`config.mk`:
```
export PLATFORM = sky130hd
export DESIGN_NAME = result_tx_packer_flat
export DESIGN_NICKNAME = d
export VERILOG_FILES = /design/src/rtl/result_tx_packer_if.sv /design/src/rtl/result_tx_packer.sv /design/src/flat_wrapper.sv
export SDC_FILE = /design/constraint.sdc
export NUM_CORES = 1
export LEC_CHECK = 0
export ABC_AREA = 1
export CAP_MARGIN = 20
export CORE_MARGIN = 8
export CORE_UTILIZATION = 40
export DETAILED_ROUTE_END_ITERATION = 6
export GPL_ROUTABILITY_DRIVEN = 0
export GPL_TIMING_DRIVEN = 0
export PLACE_DENSITY = 0.66
export SYNTH_ARGS = -nofsm -noshare
export SYNTH_HDL_FRONTEND = slang
export SYNTH_SLANG_ARGS = --single-unit
```
`constraint.sdc`:
```
create_clock -name clk -period 2.8 [get_ports clk]
set_input_delay 0.56 -clock clk [delete_from_list [all_inputs] [get_ports clk]]
set_output_delay 0.56 -clock clk [all_outputs]
set_load 0.01 [all_outputs]
```
`src/rtl/result_tx_packer_if.sv`:
```
`default_nettype none
// ============================================================================
// Module      : result_tx_packer_if
// Description : Bundle of the result-strobe input, the valid/ready byte
//               stream towards the host link and the packer status outputs.
//               master = result source / byte sink side,
//               slave  = result_tx_packer side.
// Revision    : 1.0 - initial release
// ============================================================================
interface result_tx_packer_if;
  logic       done_signal;   // result strobe
  logic [7:0] result_data;   // result byte, valid with done_signal
  logic [7:0] confidence;    // confidence byte, valid with done_signal
  logic [7:0] tx_byte;       // outgoing stream byte
  logic       tx_valid;      // tx_byte valid
  logic       tx_ready;      // sink accepts on tx_valid && tx_ready
  logic       busy;          // queue non-empty or frame in progress
  logic       overflow;      // sticky result-drop flag
  logic [7:0] frame_count;   // completed frames, wraps at 256

  modport master (
    output done_signal, result_data, confidence, tx_ready,
    input  tx_byte, tx_valid, busy, overflow, frame_count
  );

  modport slave (
    input  done_signal, result_data, confidence, tx_ready,
    output tx_byte, tx_valid, busy, overflow, frame_count
  );
endinterface
`default_nettype wire

```
`src/rtl/result_tx_packer.sv`:
```
`default_nettype none
// ============================================================================
// Module      : result_tx_packer
// Description : Queues {result, confidence} pairs strobed by done_signal and
//               serialises each as a 4-byte frame (sync, result, confidence,
//               checksum) on a valid/ready byte stream.
// Ports       : clk  - single rising-edge clock
//               rst  - asynchronous active-high reset
//               bus  - result_tx_packer_if.slave (strobe inputs, tx stream,
//                      busy / overflow / frame_count status)
// Revision    : 1.0 - initial release
// ============================================================================
module result_tx_packer #(
  parameter logic [7:0] SYNC_BYTE  = 8'hA5,
  parameter int         FIFO_DEPTH = 4
) (
  input  wire logic              clk,
  input  wire logic              rst,
  result_tx_packer_if.slave      bus
);

  localparam int c_AW = $clog2(FIFO_DEPTH);

  localparam logic [2:0] c_S_IDLE = 3'd0;
  localparam logic [2:0] c_S_SYNC = 3'd1;
  localparam logic [2:0] c_S_RES  = 3'd2;
  localparam logic [2:0] c_S_CONF = 3'd3;
  localparam logic [2:0] c_S_CSUM = 3'd4;

  // Queue storage; pointers carry one extra wrap bit to separate full/empty
  logic [15:0]   r_mem [FIFO_DEPTH];
  logic [c_AW:0] r_wr_ptr;
  logic [c_AW:0] r_rd_ptr;

  logic [2:0]    r_state;
  logic [7:0]    r_hold_res;
  logic [7:0]    r_hold_conf;
  logic [7:0]    r_tx_byte;
  logic          r_tx_valid;
  logic          r_busy;
  logic          r_overflow;
  logic [7:0]    r_frame_count;

  logic          w_empty;
  logic          w_full;
  logic          w_accept;
  logic          w_pop;
  logic          w_push;
  logic          w_drop;
  logic [15:0]   w_head;
  logic [c_AW:0] w_wr_nxt;
  logic [c_AW:0] w_rd_nxt;
  logic [7:0]    w_csum;
  logic [2:0]    w_state_nxt;
  logic [7:0]    w_tx_byte_nxt;
  logic          w_tx_valid_nxt;

  assign w_empty  = (r_wr_ptr == r_rd_ptr);
  assign w_full   = (r_wr_ptr[c_AW] != r_rd_ptr[c_AW]) &&
                    (r_wr_ptr[c_AW-1:0] == r_rd_ptr[c_AW-1:0]);
  assign w_accept = r_tx_valid && bus.tx_ready;

  // An entry leaves the queue when the FSM (re)starts a frame
  assign w_pop    = !w_empty &&
                    ((r_state == c_S_IDLE) || ((r_state == c_S_CSUM) && w_accept));
  // A full queue still accepts a push when a pop frees a slot on the same edge
  assign w_push   = bus.done_signal && (!w_full || w_pop);
  assign w_drop   = bus.done_signal && w_full && !w_pop;

  assign w_head   = r_mem[r_rd_ptr[c_AW-1:0]];
  assign w_wr_nxt = r_wr_ptr + (c_AW+1)'(w_push);
  assign w_rd_nxt = r_rd_ptr + (c_AW+1)'(w_pop);
  assign w_csum   = SYNC_BYTE + r_hold_res + r_hold_conf;

  // ---------------- FSM: state register ----------------
  always_ff @(posedge clk or posedge rst) begin
    if (rst) begin
      r_state <= c_S_IDLE;
    end else begin
      r_state <= w_state_nxt;
    end
  end

  // ---------------- FSM: next-state logic ----------------
  always_comb begin
    w_state_nxt = r_state;
    case (r_state)
      c_S_IDLE: if (!w_empty) w_state_nxt = c_S_SYNC;
      c_S_SYNC: if (w_accept) w_state_nxt = c_S_RES;
      c_S_RES:  if (w_accept) w_state_nxt = c_S_CONF;
      c_S_CONF: if (w_accept) w_state_nxt = c_S_CSUM;
      c_S_CSUM: if (w_accept) w_state_nxt = w_empty ? c_S_IDLE : c_S_SYNC;
      default:  w_state_nxt = c_S_IDLE;
    endcase
  end

  // ---------------- FSM: output logic ----------------
  // Outputs are decoded from the next state and registered alongside it, so
  // tx_byte/tx_valid line up with the state register and stay stable while
  // the state holds waiting for tx_ready. Holding registers only change on a
  // pop, which always lands in SYNC where the byte is the constant sync value.
  always_comb begin
    w_tx_valid_nxt = (w_state_nxt != c_S_IDLE);
    w_tx_byte_nxt  = 8'h00;
    case (w_state_nxt)
      c_S_SYNC: w_tx_byte_nxt = SYNC_BYTE;
      c_S_RES:  w_tx_byte_nxt = r_hold_res;
      c_S_CONF: w_tx_byte_nxt = r_hold_conf;
      c_S_CSUM: w_tx_byte_nxt = w_csum;
      default:  w_tx_byte_nxt = 8'h00;
    endcase
  end

  // Queue storage is not reset; the pointers define its contents
  always_ff @(posedge clk) begin
    if (w_push) begin
      r_mem[r_wr_ptr[c_AW-1:0]] <= {bus.result_data, bus.confidence};
    end
  end

  always_ff @(posedge clk or posedge rst) begin
    if (rst) begin
      r_wr_ptr      <= '0;
      r_rd_ptr      <= '0;
      r_hold_res    <= 8'h00;
      r_hold_conf   <= 8'h00;
      r_tx_byte     <= 8'h00;
      r_tx_valid    <= 1'b0;
      r_busy        <= 1'b0;
      r_overflow    <= 1'b0;
      r_frame_count <= 8'h00;
    end else begin
      r_wr_ptr   <= w_wr_nxt;
      r_rd_ptr   <= w_rd_nxt;
      if (w_pop) begin
        r_hold_res  <= w_head[15:8];
        r_hold_conf <= w_head[7:0];
      end
      r_tx_byte  <= w_tx_byte_nxt;
      r_tx_valid <= w_tx_valid_nxt;
      r_busy     <= (w_state_nxt != c_S_IDLE) || (w_wr_nxt != w_rd_nxt);
      if (w_drop) begin
        r_overflow <= 1'b1;
      end
      if ((r_state == c_S_CSUM) && w_accept) begin
        r_frame_count <= r_frame_count + 8'd1;
      end
    end
  end

  assign bus.tx_byte     = r_tx_byte;
  assign bus.tx_valid    = r_tx_valid;
  assign bus.busy        = r_busy;
  assign bus.overflow    = r_overflow;
  assign bus.frame_count = r_frame_count;

endmodule
`default_nettype wire
```
`src/flat_wrapper.sv`:
```
// flat-port wrapper written by rule: the top's interface ports become plain ports
module result_tx_packer_flat 
#(
  parameter logic [7:0] SYNC_BYTE  = 8'hA5,
  parameter int         FIFO_DEPTH = 4
)
  (clk, rst, bus_done_signal, bus_result_data, bus_confidence, bus_tx_ready, bus_tx_byte, bus_tx_valid, bus_busy, bus_overflow, bus_frame_count);
  result_tx_packer_if bus_i ();
  input  wire logic clk;
  input  wire logic rst;
  input wire logic [$bits(bus_i.done_signal)-1:0] bus_done_signal;
  input wire logic [$bits(bus_i.result_data)-1:0] bus_result_data;
  input wire logic [$bits(bus_i.confidence)-1:0] bus_confidence;
  input wire logic [$bits(bus_i.tx_ready)-1:0] bus_tx_ready;
  output wire logic [$bits(bus_i.tx_byte)-1:0] bus_tx_byte;
  output wire logic [$bits(bus_i.tx_valid)-1:0] bus_tx_valid;
  output wire logic [$bits(bus_i.busy)-1:0] bus_busy;
  output wire logic [$bits(bus_i.overflow)-1:0] bus_overflow;
  output wire logic [$bits(bus_i.frame_count)-1:0] bus_frame_count;
  assign bus_i.done_signal = bus_done_signal;
  assign bus_i.result_data = bus_result_data;
  assign bus_i.confidence = bus_confidence;
  assign bus_i.tx_ready = bus_tx_ready;
  assign bus_tx_byte = bus_i.tx_byte;
  assign bus_tx_valid = bus_i.tx_valid;
  assign bus_busy = bus_i.busy;
  assign bus_overflow = bus_i.overflow;
  assign bus_frame_count = bus_i.frame_count;
  result_tx_packer #(.SYNC_BYTE(SYNC_BYTE), .FIFO_DEPTH(FIFO_DEPTH)) u_core (.clk(clk), .rst(rst), .bus(bus_i));
endmodule
```
==> results.rst <==
.. list-table::
   :header-rows: 1

   * - Metric
     - Value
   * - Final number of setup-violating endpoints
     - 0
   * - Via count of the first global-routing pass
     - 3217
   * - Max Cap Viol
     - 0
   * - Result of the run
     - finished clean
   * - Number of nets with antenna violations after detailed routing
     - 0
   * - Final worst-path cycle share
     - 0.937
   * - Nets@finish
     - 526
   * - Number of flops mapped to enable cells by yosys
     - 64
   * - Antenna violations before repair
     - 0
   * - Sequential share of power
     - 0.352
   * - Async SR Flop Fraction
     - 0.407
   * - Number of clock sinks
     - 108
   * - Clock tree from TritonCTS
     - done
   * - Areal power density over the cells
     - 1220 nW/um^2
   * - Worst Setup SP
     - bus_tx_ready
   * - Endpoint of the worst setup timing path
     - u_core.r_mem[0][13]
   * - Diodes inserted
     - 0
   * - Worst-case headroom to the max-slew limit
     - 0.396
   * - Number of remaining DRC errors
     - 0
   * - Total count of max-transition violations in the final report
     - 0
   * - Post-DR wirelength/cell
     - 15.0 um
   * - Part of the total power dissipated in the clock network
     - 0.181
   * - Required time worst endpoint
     - 2.85 ns
   * - Class of the tightest hold or removal check
     - input port to asynchronous set/reset pin
   * - Switching power as a share of total power
     - 0.402
   * - Top_reg_cell synth
     - edfxtp_1
   * - Static leakage
     - 2.32 nW
   * - Final HPWL from detailed placement
     - 6920 um
   * - Path depth of the worst reg2reg path
     - 15
   * - Number of hold violations in the final report
     - 0
   * - Fmax
     - 0.381 GHz
   * - Element type at the critical path start
     - input port
   * - Net Switching
     - 2.81 mW
   * - Total global routing overflow
     - 0
   * - Synthesized flop and latch total
     - 108
   * - Total negative slack
     - 0 ns
   * - Library cell with the highest instance count after synthesis
     - edfxtp_1
   * - Fraction of synthesized cell area taken by the top area cell type
     - 0.402
   * - Placeable core region
     - 11800 sq um
   * - Vertical extent of the die
     - 125 um
   * - Internal power summed over all cells
     - 4.18 mW
   * - # H-tree levels
     - 3
   * - Area after DPL
     - 5430 sq um
   * - Total number of placement rows
     - 40
   * - Clock latency on the worst-skew pair
     - 0.35 ns
   * - TritonCTS buffer count
     - 9
   * - Total global routing track utilization
     - 0.127
   * - Post-CTS Resized
     - 0
   * - Worst r2r dst
     - u_core.bus.busy
   * - Width of the chip
     - 125 um
   * - Wire length of the first global-routing pass
     - 15800 um
   * - Storage cell area
     - 3020 sq um
   * - Boundary pin count
     - 39
   * - Crit path DAT
     - 2.68 ns
   * - Proportion of synthesized chip area in sequential cells
     - 0.633
   * - Maximum number of pins on one net before global-route repair
     - 37
   * - Total routed wirelength
     - 9580 um
   * - Clock transition at the register clock pins on the worst setup and hold paths after CTS
     - 0.07 ns
   * - CTS Root Cell
     - clkbuf_16
   * - Detail-routed via count per cell
     - 4.94
   * - Max Root-Sink Buffers
     - 2
   * - Share of layout cells above drive strength 1
     - 0.116
   * - RR Startpoint
     - u_core.r_rd_ptr[1]
   * - Iter 0 DRT Violations
     - 170
   * - Net Count, Synth
     - 472
   * - Setup repair after global routing missed its margin
     - false
   * - Mean cell area of the mapped netlist
     - 11.0 sq um
   * - Number of detailed-routing iterations run before antenna repair
     - 4
   * - Top cells by count, synth
     - edfxtp_1 (64), nor2_1 (61), nand2_1 (56)
   * - Total of hold buffers inserted after clock tree synthesis
     - 0
   * - Fill cells
     - 1058
   * - Top area cells in the synthesized netlist
     - edfxtp_1 (40%), dfrtp_1 (23%), nor2_1 (4.8%), ha_1 (4.7%), nand2_1 (4.4%)
   * - Multi-input gate area
     - 1540 sq um
   * - FF-to-FF setup slack
     - 0.28 ns
   * - Type of element capturing the critical path
     - flop
   * - Die area
     - 15700 sq um
   * - Vias after detailed routing
     - 3156
   * - Minimum period implied by the final worst setup slack
     - 2.62 ns
   * - Starting density of the core
     - 0.404
   * - Post-CTS setup repair buffer count
     - 0
   * - Number of distinct standard cells referenced by the synthesized netlist
     - 33
   * - Type of the worst setup path
     - input port to flop
   * - Clock skew after layout
     - 0.0112 ns
   * - Total non-filler cell area in the finished layout
     - 5720 sq um
   * - VDD IR-drop max
     - 0.475 mV
   * - Synthesis-to-layout area growth
     - 19.8%
   * - Post-synthesis instance area
     - 4780 sq um
   * - Part of the total power dissipated in combinational logic
     - 0.467
   * - Syn Inst Count
     - 433
   * - Yosys warning total
     - 0
   * - Largest area contributor in the netlist
     - edfxtp_1
   * - Slew @ Worst Pin
     - 0.901 ns
   * - Number of buffer cells added on primary ports
     - 38
   * - Worst Path Max Fanout
     - 9
[layer usage]
metal  up-vias  routed length [um]  share of wire  global-route usage
met5         -                   0              0                   0
met4         0                 243          0.025              0.0673
met3        17                 374          0.039              0.0285
met2        61                4770           0.50               0.218
met1      1500                4190           0.44               0.145
li1       1578                   -              -                   -
[worst min path at each step]
stage / start / end / depth (start not counted)
after floorplan: u_core.r_hold_res[2] / u_core.bus.tx_byte[2] / 2
after global placement: u_core.bus.frame_count[7] / u_core.bus.frame_count[7] / 1
after detailed placement: u_core.bus.overflow / u_core.bus.overflow / 1
after CTS: rst / u_core.bus.busy / 2
after global routing: rst / u_core.bus.overflow / 2
final: rst / u_core.bus.busy / 2
[flip-flops by register name, summed over array words and instances, names as in the netlist]
register	flops
u_core.bus.tx_valid	1
u_core.bus.overflow	1
u_core.r_state	3
u_core.r_mem	64
u_core.r_hold_res	8
u_core.r_wr_ptr	3
u_core.r_rd_ptr	3
u_core.bus.frame_count	8
u_core.bus.busy	1
u_core.bus.tx_byte	8
u_core.r_hold_conf	8
[layout by cell type, fill, tap and decap left out, types with 2 or more instances in the layout]
| master | instances |
|---|---|
| ha_1 | 18 |
| or2_2 | 3 |
| dfrtp_1 | 44 |
| nor3_1 | 2 |
| inv_2 | 7 |
| nor2_1 | 61 |
| nand4_1 | 3 |
| o21ai_0 | 41 |
| nand2_2 | 5 |
| a31oi_1 | 10 |
| xnor2_1 | 4 |
| nand3_2 | 2 |
| clkbuf_1 | 9 |
| nor2_2 | 3 |
| o22ai_1 | 7 |
| a21oi_1 | 5 |
| inv_1 | 33 |
| nand2_1 | 56 |
| buf_2 | 3 |
| nor2_4 | 3 |
| or2_1 | 2 |
| clkbuf_16 | 9 |
| buf_6 | 7 |
| clkdlybuf4s50_1 | 38 |
| nand3_1 | 23 |
| xor2_1 | 11 |
| nor3_2 | 4 |
| inv_6 | 3 |
| edfxtp_1 | 64 |
[stage by stage]
step,utilization,hold WS [ns],instances,total power [mW],setup slack (ns)
2_1_floorplan,-,0.452,433,4.74,0.218
3_3_place_gp,0.452,0.459,618,5.61,-1.32
3_5_place_dp,0.459,0.463,623,5.76,-0.190
4_1_cts,0.485,0.442,639,7.05,0.143
5_1_grt,0.485,0.470,639,7.56,0.0169
6_report,0.485,0.446,639,7.00,0.176
[kinds of logic (layout without fill, tap and decap cells)]
logic type | count (synthesis) | count (layout) | synth area share
compound gates | 67 | 67 | 0.0799
flops | 108 | 108 | 0.633
simple gates | 168 | 168 | 0.156
buf+inv | 55 | 114 | 0.0492
fa+ha+maj | 19 | 19 | 0.0513
xor+xnor | 16 | 16 | 0.0309
[worst max-delay path, cell delays in order]
cell and delay (ns):
clkdlybuf4s50_1 0.47, nand2_2 0.11, a21oi_1 0.17, nand2_1 0.16
nand2_1 0.09, nand2_1 0.15, nor3_2 0.72, buf_6 0.24
[final cells by class]
cell class,instances,area share
Tap cell,147,0.0321
Inverter,41,0.0273
Timing Repair Buffer,43,0.0778
Clock inverter,6,0.0120
Clock buffer,10,0.0400
Multi-Input combinational cell,270,0.269
Buffer,14,0.0138
Sequential cell,108,0.528
[power by group through the flow]
stage	Clock (mW)	Sequential, mW	Combinational [mW]
finish	1.26	2.46	3.27
global route	1.35	2.51	3.70
CTS	1.29	2.46	3.29
detailed placement	0	2.49	3.27
global placement	0	2.48	3.13
floorplan	0	2.48	2.27
(Power assumes the default switching activity.)
